### src/rtl/stack_pkg.sv
// Shared definitions for the stack master and its stack peer:
// command encodings, default depth and the master FSM state enum.
package stack_pkg;

    localparam int DEFAULT_DEPTH = 8;

    // Command encoding on the host request and on the stack peer port
    typedef enum logic [1:0] {
        CMD_NOP  = 2'b00,
        CMD_CLR  = 2'b01,
        CMD_PUSH = 2'b10,
        CMD_POP  = 2'b11
    } stk_cmd_e;

    typedef enum logic [2:0] {
        ST_INIT,
        ST_IDLE,
        ST_ISSUE,
        ST_CAPT,
        ST_RESP
    } state_e;

endpackage

### src/rtl/stack_master.sv
// stack_master: single-transaction host-to-stack bridge with a mirrored
// occupancy counter. All outputs are registered.
// Optional macro STACK_MASTER_GUARD_EN: PUSH when full / POP when empty is
// rejected locally (never forwarded to the peer) and answered one cycle early.
module stack_master
    import stack_pkg::*;
#(
    parameter int DEPTH = DEFAULT_DEPTH,
    parameter int DW    = 8
) (
    input  logic                       clk,
    input  logic                       rst_n,
    input  logic                       req_valid,
    output logic                       req_ready,
    input  logic [1:0]                 req_op,
    input  logic [DW-1:0]              req_data,
    output logic                       rsp_valid,
    input  logic                       rsp_ready,
    output logic [DW-1:0]              rsp_data,
    output logic                       rsp_err,
    output logic [1:0]                 stk_cmd,
    output logic [DW-1:0]              stk_data_in,
    input  logic [DW-1:0]              stk_data_out,
    input  logic                       stk_full,
    input  logic                       stk_empty,
    input  logic                       stk_error,
    output logic [$clog2(DEPTH+1)-1:0] level
);

    localparam int            LW      = $clog2(DEPTH+1);
    localparam logic [LW-1:0] LVL_MAX = LW'(DEPTH);

    state_e          r_state,       w_state_nxt;
    logic            r_req_ready,   w_req_ready_nxt;
    logic            r_rsp_valid,   w_rsp_valid_nxt;
    logic [DW-1:0]   r_rsp_data,    w_rsp_data_nxt;
    logic            r_rsp_err,     w_rsp_err_nxt;
    stk_cmd_e        r_stk_cmd,     w_stk_cmd_nxt;
    logic [DW-1:0]   r_stk_data_in, w_stk_data_in_nxt;
    logic [LW-1:0]   r_level,       w_level_nxt;
    stk_cmd_e        r_op,          w_op_nxt;
    logic            r_pred_ok,     w_pred_ok_nxt;
    stk_cmd_e        w_req_op;

    assign w_req_op    = stk_cmd_e'(req_op);
    assign req_ready   = r_req_ready;
    assign rsp_valid   = r_rsp_valid;
    assign rsp_data    = r_rsp_data;
    assign rsp_err     = r_rsp_err;
    assign stk_cmd     = r_stk_cmd;
    assign stk_data_in = r_stk_data_in;
    assign level       = r_level;

    // State and output registers; reset drops any transaction in flight
    always_ff @(posedge clk or negedge rst_n) begin
        if (!rst_n) begin
            r_state       <= ST_INIT;
            r_req_ready   <= 1'b0;
            r_rsp_valid   <= 1'b0;
            r_rsp_data    <= '0;
            r_rsp_err     <= 1'b0;
            r_stk_cmd     <= CMD_NOP;
            r_stk_data_in <= '0;
            r_level       <= '0;
            r_op          <= CMD_NOP;
            r_pred_ok     <= 1'b0;
        end else begin
            r_state       <= w_state_nxt;
            r_req_ready   <= w_req_ready_nxt;
            r_rsp_valid   <= w_rsp_valid_nxt;
            r_rsp_data    <= w_rsp_data_nxt;
            r_rsp_err     <= w_rsp_err_nxt;
            r_stk_cmd     <= w_stk_cmd_nxt;
            r_stk_data_in <= w_stk_data_in_nxt;
            r_level       <= w_level_nxt;
            r_op          <= w_op_nxt;
            r_pred_ok     <= w_pred_ok_nxt;
        end
    end

    // Next-state and next-output decode; the stack command is a one-cycle pulse
    always_comb begin
        w_state_nxt       = r_state;
        w_req_ready_nxt   = r_req_ready;
        w_rsp_valid_nxt   = r_rsp_valid;
        w_rsp_data_nxt    = r_rsp_data;
        w_rsp_err_nxt     = r_rsp_err;
        w_stk_cmd_nxt     = CMD_NOP;
        w_stk_data_in_nxt = '0;
        w_level_nxt       = r_level;
        w_op_nxt          = r_op;
        w_pred_ok_nxt     = r_pred_ok;
        case (r_state)
            ST_INIT: begin
                // The peer has no reset: send one CLR, then open for requests
                w_level_nxt = '0;
                if (r_stk_cmd == CMD_CLR) begin
                    w_state_nxt     = ST_IDLE;
                    w_req_ready_nxt = 1'b1;
                end else begin
                    w_stk_cmd_nxt   = CMD_CLR;
                end
            end
            ST_IDLE: begin
                if (req_valid && r_req_ready) begin
                    w_op_nxt        = w_req_op;
                    w_req_ready_nxt = 1'b0;
                    w_pred_ok_nxt   = !((w_req_op == CMD_PUSH && r_level == LVL_MAX) ||
                                        (w_req_op == CMD_POP  && r_level == '0));
                    if (w_req_op == CMD_NOP) begin
                        w_state_nxt     = ST_RESP;
                        w_rsp_valid_nxt = 1'b1;
                    end else begin
                        w_state_nxt   = ST_ISSUE;
                        w_stk_cmd_nxt = w_req_op;
`ifdef STACK_MASTER_GUARD_EN
                        if (!w_pred_ok_nxt) w_stk_cmd_nxt = CMD_NOP;
`endif
                        if (w_stk_cmd_nxt == CMD_PUSH) w_stk_data_in_nxt = req_data;
                    end
                end
            end
            ST_ISSUE: begin
                w_state_nxt = ST_CAPT;
                case (r_op)
                    CMD_PUSH: if (r_level != LVL_MAX) w_level_nxt = r_level + 1'b1;
                    CMD_POP:  if (r_level != '0)      w_level_nxt = r_level - 1'b1;
                    CMD_CLR:  w_level_nxt = '0;
                    default:  ;
                endcase
`ifdef STACK_MASTER_GUARD_EN
                if (!r_pred_ok) begin
                    w_state_nxt     = ST_RESP;
                    w_rsp_valid_nxt = 1'b1;
                    w_rsp_err_nxt   = 1'b1;
                    w_level_nxt     = r_level;
                end
`endif
            end
            ST_CAPT: begin
                w_state_nxt     = ST_RESP;
                w_rsp_valid_nxt = 1'b1;
                w_rsp_err_nxt   = stk_error;
                w_rsp_data_nxt  = (r_op == CMD_POP) ? stk_data_out : '0;
                // Peer disagrees with our mirror: trust its status flags
                if (stk_error && r_pred_ok)
                    w_level_nxt = stk_full ? LVL_MAX : (stk_empty ? '0 : r_level);
            end
            ST_RESP: begin
                if (rsp_ready) begin
                    w_state_nxt     = ST_IDLE;
                    w_rsp_valid_nxt = 1'b0;
                    w_rsp_data_nxt  = '0;
                    w_rsp_err_nxt   = 1'b0;
                    w_req_ready_nxt = 1'b1;
                end
            end
            default: w_state_nxt = ST_INIT;
        endcase
    end

endmodule

### config.mk
export PLATFORM = sky130hd
export DESIGN_NAME = stack_master
export DESIGN_NICKNAME = d
export VERILOG_FILES = /design/src/rtl/stack_pkg.sv /design/src/rtl/stack_master.sv
export SDC_FILE = /design/constraint.sdc
export NUM_CORES = 1
export LEC_CHECK = 0
export ABC_AREA = 1
export BUFFER_PORTS_ARGS = -buffer_cell sky130_fd_sc_hd__buf_2
export CORE_MARGIN = 4
export CORE_UTILIZATION = 52
export CTS_BUF_LIST = sky130_fd_sc_hd__clkbuf_4
export DETAILED_ROUTE_END_ITERATION = 10
export PLACE_DENSITY_LB_ADDON = 0.05
export SKIP_CTS_REPAIR_TIMING = 1
export SYNTH_ARGS = -nofsm -noshare
export SYNTH_HDL_FRONTEND = slang
export SYNTH_SLANG_ARGS = --single-unit
export TNS_END_PERCENT = 100
### constraint.sdc
create_clock -name clk -period 2.2 [get_ports clk]
set_input_delay 0.44 -clock clk [delete_from_list [all_inputs] [get_ports clk]]
set_output_delay 0.44 -clock clk [all_outputs]
set_load 0.005 [all_outputs]
### After elaboration in Yosys (flattened, before gate mapping)

Cells that the tools add are included.

* logic and storage cells: 85
* flip-flop bits (word level): 31

* add/subtract/negate cells: 2
* reductions and logical operators: 20
* multiplexer cells: 32
* eq/ne operators: 21

Operator list (number)
* $mux W8: 6
* $pmux W4 S3: 2
* $mux W4: 5
* $pmux W8 S2: 1
* $pmux W3 S5: 1
* $mux W3: 4
* $ne A2 B2 Y1 const B: 5
* $ne A3 B3 Y1 const B: 3
* $reduce_bool A3 Y1: 3
* $eq A2 B2 Y1 const B: 4
* $reduce_and A4 Y1: 2
* $mux W1: 7
* $eq A3 B2 Y1 const B: 2
* $pmux W1 S3: 2
* $reduce_and A6 Y1: 1
* $add A4 B1 Y4 const B: 1
* $eq A2 B1 Y1 const B: 2
* $eq A4 B4 Y1 const B: 1
* $logic_and A1 B1 Y1: 4
* $logic_not A4 Y1: 1
* $mux W2: 2
* $ne A4 B2 Y1 const B: 1
* $ne A4 B4 Y1 const B: 1
* $pmux W2 S2: 1
* other kinds (12): 13

### Longest topological paths before layout

* word-level depth: 5
* depth in mapped cells: 11
* gate-level depth less buffers: 11

### Worst setup path before layout

OpenSTA, ideal clock, no wires.

* path type: reg-to-reg
* start: register r_op[0]
* end: register r_level[2] (netlist: level[2])
* stages on the path, launching flop included: 11
* path buffers: 0
* setup slack: 0.611 ns
* period minus slack after synthesis: 1.589 ns
* arrival time: 1.473 ns
* cells stage by stage: dfrtp_1 ha_1 inv_1 nand2_1 and2_1 ha_1 a21oi_1 xor2_1 nor2_1 nand2_1 nand2_1

* longest elaborated chain between the ends: 3
* elaborated cells between the ends (all ways): 9
* those cells by class: 6 x eq/ne; 2 x mux; 1 x reduce/logical

RTL lines
* start, declared: line stack_master.sv:41 `stk_cmd_e r_op, w_op_nxt;`
* start signal, assigned: line stack_master.sv:76 `r_op <= w_op_nxt;`
* $eq A2 B1 Y1 / $eq A2 B2 Y1 (equally long branches): line stack_master.sv:125 `case (r_op)`
* $pmux W4 S3, or another cell as far along: line stack_master.sv:125
* $pmux W4 S3 / $reduce_and A6 Y1 (equally long branches)
* end signal, assigned: line stack_master.sv:75 `r_level <= w_level_nxt;`
* end, declared: line stack_master.sv:40 `logic [LW-1:0] r_level, w_level_nxt;`

Parallel ways exist; a longest one is shown, timed or not.
A chain may end at the register's enable or synchronous reset.

### Worst setup path in the final report

* start: register r_op[1]
* end: register r_level[2] (netlist: level[2])

Same word-level chain as after synthesis.

==> key figures <==
Status
  – Run status: completed

Floorplan
  – Die area: slightly below 4000 um2
  – IO Count: 50
  – Die X: 62.36 um
  – Starting Density: 55.24%
  – Die Y: 62.36 um
  – Core Rows: 19
  – Placeable core region: between 2000 and 3000 um2

STA
  – Clk_skew: 0.007910 ns
  – Crit share post-route: about 81%
  – Setup_tns: 0 ns
  – Max Clock Freq: between 500 and 600 MHz
  – Fin crit period: around 1.8 ns
  – Unrepaired setup endpoints after global routing: false
  – Hold slack final: roughly 0.13 ns
  – Slew @ Worst Pin: approximately 0.69 ns
  – Fin. Hold Viols: 0
  – Max-slew violations: 0
  – Final setup fails: 0
  – Slew headroom: between 50% and 60%

Worst setup path
  – Crit path launch type: register
  – Setup crit end kind: register
  – Worst R2R End: level[2]
  – Reg2Reg Launch Point: r_op[1]
  – Required time worst endpoint: 2.44 ns
  – Critical Path AT: roughly 2 ns
  – CP max FO: 4
  – R2R setup slack: roughly 0.41 ns
  – Critical setup path kind: register to register
  – Worst-case reg-to-reg path depth: 10

Global routing
  – Layer with the highest usage: met2
  – M1 GR Usage: approximately a fifth
  – Total Routing Usage GR: between 10% and 20%
  – Grt ovf: 0
  – Largest net degree at the start of global routing: 32
  – Met3 Use GR: slightly below 8%
  – Antenna violations before repair: 0
  – Vias in the first global route: ~1400
  – Global-route wire length before repair: between 5000 and 6000 um
  – GRT met2 Usage: between 30% and 40%

Cells and area
  – # fillers: about 250
  – Nets: between 200 and 300
  – Diode count: 0
  – Commonest non-fill, non-tap cell in the layout: nand2_1
  – Share of post-route cells with drive strength above 1: roughly a quarter
  – Leading cell types in the layout, fill and taps excluded: nand2_1, buf_2, dfrtp_1, nor2_1, inv_1
  – Layout area overhead: 22.15%

Clock network
  – CTS root buffer: clkbuf_4
  – Worst-path clk slew: around 0.10 ns
  – CTS tree: built
  – Max H-tree Level: 2
  – Bufs on Longest Clock Path: 2
  – Cts bufs inserted: 5
  – Later-pin clock latency in the skew report: 0.34 ns
  – Sink Count: 31

Route
  – Final antenna-violating net count: 0
  – DRC viols: 0
  – Via density: between 5 and 6
  – Iter 0 DRT Violations: 57
  – Total vias in the final route: around 1400
  – Final WL: 3507 um
  – Average routed wire per standard cell: 12.71 um
  – Pre-antenna DRT Iters: 4

Place
  – Detailed Place HPWL: 2605 um
  – Routability-driven placement congestion ratio: between 0.7 and 0.8
  – Port bufs: 49

Yosys
  – Synthesized area per cell: between 8 and 9 um2
  – Flops & latches, synth: 31
  – Synthesized area: 1536 um2
  – Net count after synthesis: 220
  – Sequential-to-total area share from yosys stat: about 50%
  – Mapped Cells: about 190
  – Unique masters post-synth: 23
  – Yosys warns: 0

Pwr
  – VDD IR max: 0.8471 mV
  – Pwr dens: around 1200 nW/um2
  – Leakage: 1.076 nW

Hold path
  – Hold crit path type: primary input to asynchronous set/reset pin

Flow run
  – MaxCap Viol Count: 0
-- cells in the mapped netlist --
| cell | count | area (um2) |
|---|---|---|
| dfrtp_1 | 31 | 775.7 |
| xor2_1 | 1 | 8.760 |
| and2_1 | 1 | 6.260 |
| nand3_1 | 11 | 55.05 |
| o211ai_1 | 2 | 15.01 |
| xnor2_1 | 1 | 8.760 |
| a21boi_0 | 1 | 7.510 |
| o21ai_0 | 5 | 25.02 |
| nor2_1 | 28 | 105.1 |
| nor2_2 | 2 | 12.51 |
| ha_1 | 6 | 75.07 |
| nand3_2 | 1 | 10.01 |
| a21oi_1 | 11 | 55.05 |
| nor3b_1 | 1 | 7.510 |
| inv_1 | 26 | 97.59 |
| nand2_2 | 1 | 6.260 |
| nor3_2 | 1 | 10.01 |
| buf_12 | 1 | 20.02 |
| nand2_4 | 1 | 11.26 |
| nand2_1 | 54 | 202.7 |
| buf_4 | 1 | 7.510 |
| a31oi_1 | 1 | 6.260 |
| o21bai_1 | 1 | 7.510 |
-- cell type report --
cell class	count	area [um2]	area share, %
clock buffers	5	37.54	2.000
clock inverters	3	38.79	2.067
inverters	26	97.59	5.200
multi-input cells	130	635.6	33.87
flip-flops and latches	31	775.7	41.33
well taps	31	38.79	2.067
repair buffers	50	252.7	13.47
-- through the flow --
step / instances / util, % / cell area (um2) / worst slack [ns] / power, mW
floorplan: 189 / - / 1536 / 0.6108 / 1.544
detailed placement: 268 / 64.73 / 1800 / 0.4572 / 1.856
global placement: 268 / 64.73 / 1800 / 0.5476 / 1.799
finish: 276 / 67.48 / 1877 / 0.4083 / 2.288
CTS: 276 / 67.48 / 1877 / 0.4284 / 2.300
global route: 276 / 67.48 / 1877 / 0.2950 / 2.503
-- report_power, final --
group / switching, mW / internal [mW]
combinational: 0.571 / 0.380
clock: 0.207 / 0.234
sequential: 0.139 / 0.759
total: 0.916 / 1.37
-- critical path, cell delays in order, from the launching register on --
cell and delay [ns]:
dfrtp_1 0.44, ha_1 0.26, inv_1 0.10, nand2_1 0.08, and2_1 0.15, ha_1 0.20, a21oi_1 0.15, xor2_1 0.17
nor2_1 0.05, nand2_1 0.06, nand2_1 0.04
-- routing by layer --
metal / routed length (um) / share of wire (%)
met5: 0 / 0
met4: 138 / 3.9
met3: 270 / 7.7
met2: 1731 / 49
met1: 1367 / 39
-- registers in the layout (all words and copies together) (netlist names) --
name,flops
stk_data_in,8
stk_cmd,2
r_op,2
req_ready,1
r_pred_ok,1
level,4
rsp_valid,1
rsp_err,1
rsp_data,8
r_state,3
-- logic make-up (layout without fill, tap and decap cells) --
logic type,Yosys count,count (layout),synth area share (%)
compound gates,21,21,7.573
xor+xnor,2,2,1.140
fa+ha+maj,6,6,4.886
buf+inv,28,84,8.143
flops,31,31,50.49
simple gates,101,101,27.77
-- worst max-delay path by stage --
stage | from | to | slack, ns | cells after the start
after global placement | r_op[0] | level[2] | 0.55 | 10
after detailed placement | r_op[0] | level[2] | 0.46 | 10
after global routing | r_op[0] | level[2] | 0.30 | 10
after CTS | r_op[0] | level[2] | 0.43 | 10
after floorplan | r_op[0] | level[2] | 0.61 | 10
final | r_op[1] | level[2] | 0.41 | 10
Note: power is estimated with default switching activity, not from simulation.
